File: config.mk
export PLATFORM = sky130hd
export DESIGN_NAME = ibuffer
export DESIGN_NICKNAME = d
export VERILOG_FILES = /design/src/rtl/ibuffer_pkg.sv /design/src/rtl/ibuffer.sv
export SDC_FILE = /design/constraint.sdc
export NUM_CORES = 1
export LEC_CHECK = 0
export CAP_MARGIN = 15
export CORE_MARGIN = 2
export CORE_UTILIZATION = 40
export CTS_CLUSTER_SIZE = 10
export DETAILED_ROUTE_END_ITERATION = 16
export HOLD_SLACK_MARGIN = 0.1
export PLACE_DENSITY = 0.6
export RECOVER_POWER = 100
export SLEW_MARGIN = 15
export SYNTH_ARGS = -nofsm -noshare
export SYNTH_HDL_FRONTEND = slang
export SYNTH_SLANG_ARGS = --single-unit
File: constraint.sdc
create_clock -name clock -period 18.8 [get_ports clock]
set_input_delay 2.82 -clock clock [delete_from_list [all_inputs] [get_ports clock]]
set_output_delay 2.82 -clock clock [all_outputs]
set_load 0.05 [all_outputs]
File: src/rtl/ibuffer_pkg.sv
// ibuffer_pkg: shared backend definitions used by the instruction buffer.
//   PC_RANGE   - macro giving the PC bit range (shared defines)
//   PC_W       - PC width derived from PC_RANGE
//   IBUF_ENTRY - width of one stored entry {inst, pc}
//   ibuf_entry_t - packed storage entry
`ifndef PC_RANGE
`define PC_RANGE 31:0
`endif

package ibuffer_pkg;

    localparam int PC_W       = $bits(logic [`PC_RANGE]);
    localparam int INST_W     = 32;
    localparam int IBUF_ENTRY = INST_W + PC_W;

    typedef struct packed {
        logic [INST_W-1:0] inst;
        logic [PC_W-1:0]   pc;
    } ibuf_entry_t;

endpackage

File: src/rtl/ibuffer.sv
// ibuffer: instruction queue between fetch and decode.
// Accepts up to two instructions per cycle (compacted, program order) and
// presents the oldest one with its PC to decode. Flush/reset drop everything.
// Ports:
//   clock, reset_n                 - clock, synchronous active-low reset
//   fetch_valid/ready/inst/pc/mask - fetch group handshake (2 slots)
//   flush                          - discard all entries, top priority
//   decode_ready                   - decoder consumes head this cycle
//   ibuffer_instr_valid/inst_out/pc_out - head entry (zero when empty)
//   ibuffer_count                  - occupied entries
`ifndef PC_RANGE
`define PC_RANGE 31:0
`endif

module ibuffer
    import ibuffer_pkg::*;
#(
    parameter int DEPTH = 8
) (
    input  logic                       clock,
    input  logic                       reset_n,
    input  logic                       fetch_valid,
    output logic                       fetch_ready,
    input  logic [63:0]                fetch_inst,
    input  logic [`PC_RANGE]           fetch_pc,
    input  logic [1:0]                 fetch_mask,
    input  logic                       flush,
    input  logic                       decode_ready,
    output logic                       ibuffer_instr_valid,
    output logic [31:0]                ibuffer_inst_out,
    output logic [`PC_RANGE]           ibuffer_pc_out,
    output logic [$clog2(DEPTH):0]     ibuffer_count
);

    localparam int AW = $clog2(DEPTH);
    localparam int CW = AW + 1;

    logic [AW-1:0] head_q, head_d;
    logic [AW-1:0] tail_q, tail_d;
    logic [CW-1:0] count_q, count_d;
    ibuf_entry_t   mem_q [DEPTH];
    ibuf_entry_t   mem_d [DEPTH];

    logic          enq, deq;
    logic [CW-1:0] n_enq;
    ibuf_entry_t   slot0_e, slot1_e, first_e;

    // Ready comes from registered count only so decode_ready never
    // reaches fetch_ready combinationally.
    assign fetch_ready = (count_q <= CW'(DEPTH - 2));

    assign ibuffer_instr_valid = (count_q != '0);
    assign ibuffer_count       = count_q;
    assign ibuffer_inst_out    = ibuffer_instr_valid ? mem_q[head_q].inst : '0;
    assign ibuffer_pc_out      = ibuffer_instr_valid ? mem_q[head_q].pc   : '0;

    always_comb begin
        enq     = fetch_valid && fetch_ready && !flush;
        deq     = ibuffer_instr_valid && decode_ready && !flush;
        n_enq   = CW'(fetch_mask[0]) + CW'(fetch_mask[1]);

        slot0_e = '{inst: fetch_inst[31:0],  pc: fetch_pc};
        slot1_e = '{inst: fetch_inst[63:32], pc: fetch_pc + PC_W'(4)};
        // Compaction: the first valid slot always lands at tail.
        first_e = fetch_mask[0] ? slot0_e : slot1_e;

        mem_d   = mem_q;
        head_d  = head_q;
        tail_d  = tail_q;
        count_d = count_q;

        if (flush) begin
            head_d  = '0;
            tail_d  = '0;
            count_d = '0;
        end else begin
            if (enq && (fetch_mask != 2'b00))
                mem_d[tail_q] = first_e;
            if (enq && (fetch_mask == 2'b11))
                mem_d[tail_q + AW'(1)] = slot1_e;
            if (enq)
                tail_d = tail_q + n_enq[AW-1:0];
            if (deq)
                head_d = head_q + AW'(1);
            count_d = count_q + (enq ? n_enq : '0) - CW'(deq);
        end
    end

    always_ff @(posedge clock) begin
        if (!reset_n) begin
            head_q  <= '0;
            tail_q  <= '0;
            count_q <= '0;
        end else begin
            head_q  <= head_d;
            tail_q  <= tail_d;
            count_q <= count_d;
        end
    end

    // Storage data is intentionally not reset; count gates its visibility.
    always_ff @(posedge clock) begin
        mem_q <= mem_d;
    end

endmodule

==> summary.md, run 1 <==
| Metric | Value |
|---|---|
| Avg WL per Cell | `30.7 µm` |
| Share of layout cells above drive strength 1 | `12.9%` |
| Min Tclk post-route | `11.23 ns` |
| Worst VDD drop | `0.0731 mV` |
| TritonCTS clock tree | `yes` |
| Critical path class | `flip-flop to output port` |
| ANT nets after route | `0` |
| Hold Slack | `~0.55 ns` |
| Synth cell types | `70` |
| Post-synth EDFFs | `512` |
| Fin worst setup slack | `between 7 and 8 ns` |
| Least-Margin Pin Slew | `between 4 and 5 ns` |
| CP endpoint kind | `output port` |
| Syn Inst Count | `around 2700` |
| Core area | `about 76000 µm²` |
| Total global routing overflow | `0` |
| Main flop type after synthesis | `edfxtp_1` |
| Net count, final | `2854` |
| Root buf cell | `clkbuf_16` |
| Synth Net Count | `roughly 2900` |
| Clk pin slew, worst setup/hold paths | `approximately 0.060 ns` |
| Max-slew headroom | `-215%` |
| Clock skew | `0.0290 ns` |
| Final Util | `a little under half` |
| DP Cell Count | `3703` |
| Drt pass-1 iters | `7` |
| Sequential area share after synthesis | `a little over 50%` |
| Syn_area_per_cell | `around 11 µm²` |
| Crit-path max cell delay | `2.84 ns` |
| TritonCTS buffer count | `61` |
| Initial Util | `40.5%` |
| Design Area, Final | `34800 µm²` |
| Yosys warnings | `0` |
| Static leakage | `11.4 nW` |
| DP Worst Slack | `11.79 ns` |
| I/O Pins | `roughly 170` |
| Max Fanout on Critical Path | `42` |
| Die span in y | `about 280 µm` |
| RSZ-0062 raised after global routing | `false` |
| Number of global-route vias before repair | `approximately 26000` |
| Fmax | `89.1 MHz` |
| Site row count | `101` |
| Routed wire length | `117000 µm` |
| Worst-Skew Late Latency | `0.67 ns` |
| # hold bufs at CTS | `0` |
| WP data required | `15.98 ns` |
| Final period utilization | `59.7%` |
| Resized Gates After CTS | `0` |
| Worst-path cell chain | `clkbuf_1, clkbuf_1, mux4_2, mux2i_1, nor2_1, dlygate4sd3_1` |
| Die Wd | `~280 µm` |
| CP arrival | `8.41 ns` |
| Final setup fails | `0` |
| Worst min path class | `flip-flop to flip-flop` |
| Starting DRT DRC Count | `4075` |
| Vias | `26200` |
| PwrDens | `87.1 nW/µm²` |
| First-pass GRT wire length | `170000 µm` |
| Status | `finished, violations left` |
| Clock sink count | `roughly 520` |
| Asr flop ratio synth | `0%` |
| Clk buf depth | `3` |
| Placed inst area | `33300 µm²` |
| Failing checks | `max-capacitance violations, max-slew violations` |
| Antenna violations before repair | `5` |
| Max Slew Vio Count | `between 1000 and 1500` |
| Detailed placement HPWL | `approximately 65000 µm` |
| Startpoint types | `flip-flop` |
| Crit path top cell by count | `clkbuf_1` |
| Synth Register Bits | `522` |
| Pin count of the biggest net entering global routing | `194` |
| Area Growth Syn to Fin | `12.7%` |
| Post-CTS setup buffers | `0` |
| Total track usage | `roughly 29%` |
| Routed vias/inst | `6.89` |
| # DRC | `0` |
| Final Hold Vio Count | `0` |
| Power consumption | `3.03 mW` |
| Max Cap Viol | `33` |
| Die ar. | `79500 µm²` |
| Setup TNS | `0 ns` |
| I/O Buffers | `~170` |
| Mapped cell area | `30900 µm²` |
| CTS HTree Levels | `2` |
| Crit path max-delay cell type | `clkbuf_1` |
| Final non-filler cell total | `3800` |
| Placer Congestion | `slightly below 0.9` |
## worst max-delay path, delay by kind of cell (launching register included)
family	cells	cell delay, ns
flip-flops	1	0.83
multiplexers	2	0.72
buffers and inverters	3	5.78
AND/OR/NAND/NOR	1	0.40
## cells in the final DEF (no fill, tap or decap), types with 5 or more instances in the layout
cell type,Yosys,routed
a211oi_1,85,86
a21o_1,7,7
a21oi_1,91,92
a221o_1,172,172
a221oi_1,18,18
a31o_2,6,5
a32oi_1,6,6
and2_1,9,6
and3_1,11,11
and4_1,6,6
buf_4,8,38
clkbuf_1,173,40
clkbuf_16,0,61
clkdlybuf4s50_1,0,103
dfxtp_1,10,8
dlygate4sd3_1,0,68
edfxtp_1,512,512
ha_1,13,13
inv_1,28,27
mux2i_1,111,111
mux4_2,128,128
nand2_1,198,196
nand2b_1,10,6
nand3_1,29,27
nand4_1,18,19
nor2_1,515,512
nor3_1,54,54
nor3b_1,5,5
nor4_1,12,12
o21ai_0,16,16
o221a_2,82,82
o22ai_1,204,204
o32ai_1,10,10
xor2_1,5,5
## synthesized netlist by cell type, drive strengths merged, types with 6 or more instances
master	count	area share [%]
ha	13	0.53
nor3	56	0.94
and3	11	0.22
nor3b	6	0.16
buf	129	2.0
a31o	6	0.17
nor4	17	0.53
inv	28	0.34
a221o	172	5.6
and2	10	0.20
and4	6	0.17
dfxtp	10	0.65
nand2b	10	0.20
mux2i	111	3.6
clkbuf	174	2.1
mux4	128	9.3
a211oi	87	2.1
o221a	82	3.0
o21ai	20	0.32
nand4	20	0.47
a221oi	18	0.51
nand3	29	0.47
o32ai	10	0.28
a21oi	93	1.5
a32oi	6	0.17
edfxtp	512	50
a21o	7	0.17
nand2	198	2.4
o22ai	204	4.1
nor2	515	6.3
## metal layers
layer	vias up	wire, µm	track usage, %	part of all wire, %
met4	0	4880	11.6	4.2
met3	351	14900	6.32	13
met2	2096	53000	44.9	45
li1	10900	-	-	-
met5	-	0	0	0
met1	12900	43800	38.3	38
## area by class of cell
type / instances / area (µm²)
flip-flops and latches: 522 / 15600
multi-input cells: 1892 / 14000
well taps: 1030 / 1290
diodes: 4 / 10.0
repair buffers: 230 / 2090
inverters: 29 / 110
clock inverters: 8 / 82.6
clock buffers: 85 / 1660
fillers: 6854 / 41400
## path summary, 6_finish.rpt
path	startpoint	end	slack, ns	cells past startpoint
worst min register to register	mem_q[320]$_DFFE_PN_	mem_q[320]$_DFFE_PN_	0.55	2
worst min-delay path	mem_q[320]$_DFFE_PN_	mem_q[320]$_DFFE_PN_	0.55	2
worst max register to register	ibuffer_count[3]$_SDFF_PP0_	mem_q[479]$_DFFE_PN_	11.34	8
worst max-delay path	head_q[0]$_SDFFE_PP0P_	ibuffer_pc_out[31]	7.57	6
## power breakdown
group	switching, mW	internal, mW	leakage [nW]
sequential	0.0447	1.38	5.09
combinational	0.322	0.189	5.42
clock	0.494	0.605	0.839
## registers in the layout, summed over array words and instances, names as in the netlist
signal and cells:
ibuffer_count 4, mem_q 512, tail_q 3, head_q 3
## logic make-up after synthesis
family                   share of synthesized area (%)
AND/OR/NAND/NOR                                   12.7
AO/OA/AOI/OAI                                     18.6
flip-flops                                        50.4
buffers and inverters                             4.45
multiplexers                                      12.9
adder cells (fa/ha/maj)                          0.656
XOR/XNOR                                         0.255
(Power assumes the default switching activity.)
==> run 2, diff against run 1 <==
==> constraint.sdc (replaced) <==
create_clock -name clock -period 11.1 [get_ports clock]
set_input_delay 1.665 -clock clock [delete_from_list [all_inputs] [get_ports clock]]
set_output_delay 1.665 -clock clock [all_outputs]
set_load 0.05 [all_outputs]
==> run 2 against run 1 <==
Compared with the run above:
- the flow still finishes with violations (max-capacitance violations, max-slew violations)
- core utilization rose by 0.21 points
- final cell count grew 0.24%
- global-route usage grew 0.35 points
- combinational power up 69%
- register-to-register slack worse by 7.1 ns
- power rose by 74%
- flip-flop and latch count unchanged
- via count is 0.71% higher
- die area did not move
==> summary.md, run 2 (synthesized netlist as in run 1, its figures left out) <==
| Metric | Value |
|---|---|
| Status | `finished, violations left` |
| Failing checks | `max-capacitance violations, max-slew violations` |
| Detailed placement HPWL | `64500 µm (-0.39%)` |
| Core area | `76200 µm² (unchanged)` |
| I/O Buffers | `172 (unchanged)` |
| Vias | `26400 (+0.71%)` |
| TritonCTS buffer count | `66 (+8.2%)` |
| Max-slew headroom | `-198% (+17 points)` |
| Worst VDD drop | `0.0943 mV (+29%)` |
| Pin count of the biggest net entering global routing | `201 (+3.6%)` |
| Net count, final | `2859 (+0.18%)` |
| Internal | `3.78 mW (+74%)` |
| Top reg by flops | `mem_q` |
| Clock skew | `0.0296 ns (+0.000626 ns)` |
| # DRC | `0 (unchanged)` |
| Critical R2R Launch | `ibuffer_count[3]$_SDFF_PP0_` |
| Worst min path class | `flip-flop to flip-flop` |
| Static leakage | `11.5 nW (+1.0%)` |
| Reg power frac | `45.6% (-1.3 points)` |
| Commonest non-fill, non-tap cells in the layout | `nor2_1, edfxtp_1, o22ai_1` |
| Area Growth Syn to Fin | `13.2%` |
| Placer Congestion | `0.850 (-1.6%)` |
| WP data required | `9.44 ns (-6.54 ns)` |
| Setup TNS | `0 ns (unchanged)` |
| ANT nets after route | `0 (unchanged)` |
| Final Hold Vio Count | `0 (unchanged)` |
| Logic pwr share | `16.4% (-0.4 points)` |
| Post-CTS setup buffers | `0 (unchanged)` |
| Startpoint types | `flip-flop` |
| Hold Slack | `0.542 ns (-0.0119 ns)` |
| Total global routing overflow | `0 (unchanged)` |
| HP Start | `mem_q[321]$_DFFE_PN_` |
| I/O Pins | `173 (unchanged)` |
| Net switching power figure | `1.49 mW (+74%)` |
| Root buf cell | `clkbuf_16` |
| Starting DRT DRC Count | `3792 (-6.9%)` |
| Max Cap Viol | `27 (-18%)` |
| CP endpoint kind | `output port` |
| Avg WL per Cell | `30.6 µm (-0.23%)` |
| Least-Margin Pin Slew | `4.48 ns (-0.249 ns)` |
| Fmax | `roughly 120 MHz` |
| Final setup fails | `0 (unchanged)` |
| Critical path class | `flip-flop to output port` |
| Setup slack, reg-to-reg | `4.22 ns (-7.12 ns)` |
| Share of layout cells above drive strength 1 | `13.4% (+0.43 points)` |
| Clk pin slew, worst setup/hold paths | `0.06 ns (about the same)` |
| Die ar. | `79500 µm² (unchanged)` |
| Die Wd | `282 µm (unchanged)` |
| Max Fanout on Critical Path | `41 (-2.4%)` |
| Antenna violations before repair | `8 (+3)` |
| Clk buf depth | `3 (unchanged)` |
| Total track usage | `28.9% (+0.35 points)` |
| Max FFs per register | `512 (unchanged)` |
| Site row count | `101 (unchanged)` |
| Worst-Skew Late Latency | `0.62 ns (-0.05 ns)` |
| Number of global-route vias before repair | `26200 (+2.3%)` |
| First-pass GRT wire length | `172000 µm (+0.77%)` |
| CP arrival | `6.60 ns (-1.81 ns)` |
| Routed vias/inst | `6.92 (+0.47%)` |
| Clock sink count | `522 (unchanged)` |
| Min Tclk post-route | `roughly 8.3 ns` |
| Drt pass-1 iters | `6 (-1)` |
| Hold Crit Endpoint | `mem_q[321]$_DFFE_PN_` |
| PwrDens | `151 nW/µm² (+73%)` |
| Reg-to-reg endpoint | `mem_q[88]$_DFFE_PN_` |
| Resized Gates After CTS | `0 (unchanged)` |
| Routed wire length | `117000 µm (about the same)` |
| Final period utilization | `74.4%` |
| CTS HTree Levels | `3 (+1)` |
| Die span in y | `282 µm (unchanged)` |
| # hold bufs at CTS | `0 (unchanged)` |
| Hold path depth | `2 (unchanged)` |
| Clock power share | `38.0% (+1.8 points)` |
| TritonCTS clock tree | `yes` |
| Final non-filler cell total | `3809 (+0.24%)` |
| DP Cell Count | `3703 (unchanged)` |
| RSZ-0062 raised after global routing | `false` |
| Max Slew Vio Count | `952 (-23%)` |
| Commonest non-fill, non-tap cell in the layout | `nor2_1` |
| Initial Util | `40.5% (unchanged)` |
| Reg2reg path depth | `8 (unchanged)` |
| Sw Share | `28.3% (-0.050 points)` |
## run 2: changes by cell type in the layout (fill, tap and decap cells not counted), moves of 2 or more
cell / before / now
clkinv_1: 4 / 7
clkinv_8: 0 / 2
clkinv_2: 1 / 4
clkbuf_1: 40 / 38
clkdlybuf4s50_1: 103 / 101
dlygate4sd3_1: 68 / 70
clkbuf_8: 4 / 0
nand2_1: 196 / 194
nand2_2: 2 / 4
clkbuf_16: 61 / 67
## run 2: power by group through the flow
stage	clock, mW	sequential [mW]	combinational (mW)
final	2.00	2.41	0.863
after global routing	2.09	2.42	0.912
after CTS	2.01	2.40	0.875
after detailed placement	0	2.44	0.873
after global placement	0	2.43	0.856
after floorplan	0	2.44	0.591
## run 2: per-layer routing
layer	GRT usage, %	routed length, µm	share of wire, %
met5	0	26	0.022
met4	13.5	5660	4.9
met3	7.22	14700	13
met2	45.7	53500	46
met1	37.4	42700	37
## run 2: how the worst max path moves through the flow
stage | from | end | slack [ns] | cells after the start
6_report | head_q[0]$_SDFFE_PP0P_ | ibuffer_pc_out[2] | 2.84 | 6
5_1_grt | head_q[0]$_SDFFE_PP0P_ | ibuffer_pc_out[2] | 2.44 | 6
4_1_cts | head_q[0]$_SDFFE_PP0P_ | ibuffer_pc_out[2] | 4.75 | 6
3_5_place_dp | head_q[0]$_SDFFE_PP0P_ | ibuffer_pc_out[2] | 5.41 | 6
3_3_place_gp | head_q[0]$_SDFFE_PP0P_ | ibuffer_pc_out[2] | 5.42 | 6
2_1_floorplan | flush | ibuffer_count[2]$_SDFF_PP0_ | 0.19 | 10
## run 2: final cells by class
cell class / instances / area [µm²]
Clock inverter: 17 / 150
Timing Repair Buffer: 230 / 2090
Fill cell: 6881 / 41200
Antenna cell: 4 / 10.0
Inverter: 29 / 110
Tap cell: 1030 / 1290
Multi-Input combinational cell: 1892 / 14000
Sequential cell: 522 / 15600
Clock buffer: 85 / 1740
## run 2: worst max-delay path, stage by stage (launching register included)
cell,delay (ns)
dfxtp_4,0.57
buf_4,0.79
clkbuf_1,2.42
mux4_2,0.72
mux2i_1,0.51
nor2_1,0.09
dlygate4sd3_1,0.78
## run 2: per-stage QoR
stage | power (mW) | instance area [µm²] | util, % | setup slack, ns
final | 5.27 | 35000 | 45.9 | 2.84
after floorplan | 3.03 | 30900 | - | 0.194
after detailed placement | 3.31 | 33300 | 43.7 | 5.41
after CTS | 5.29 | 35200 | 46.1 | 4.75
after global routing | 5.42 | 35000 | 45.9 | 2.44
after global placement | 3.29 | 33300 | 43.7 | 5.42
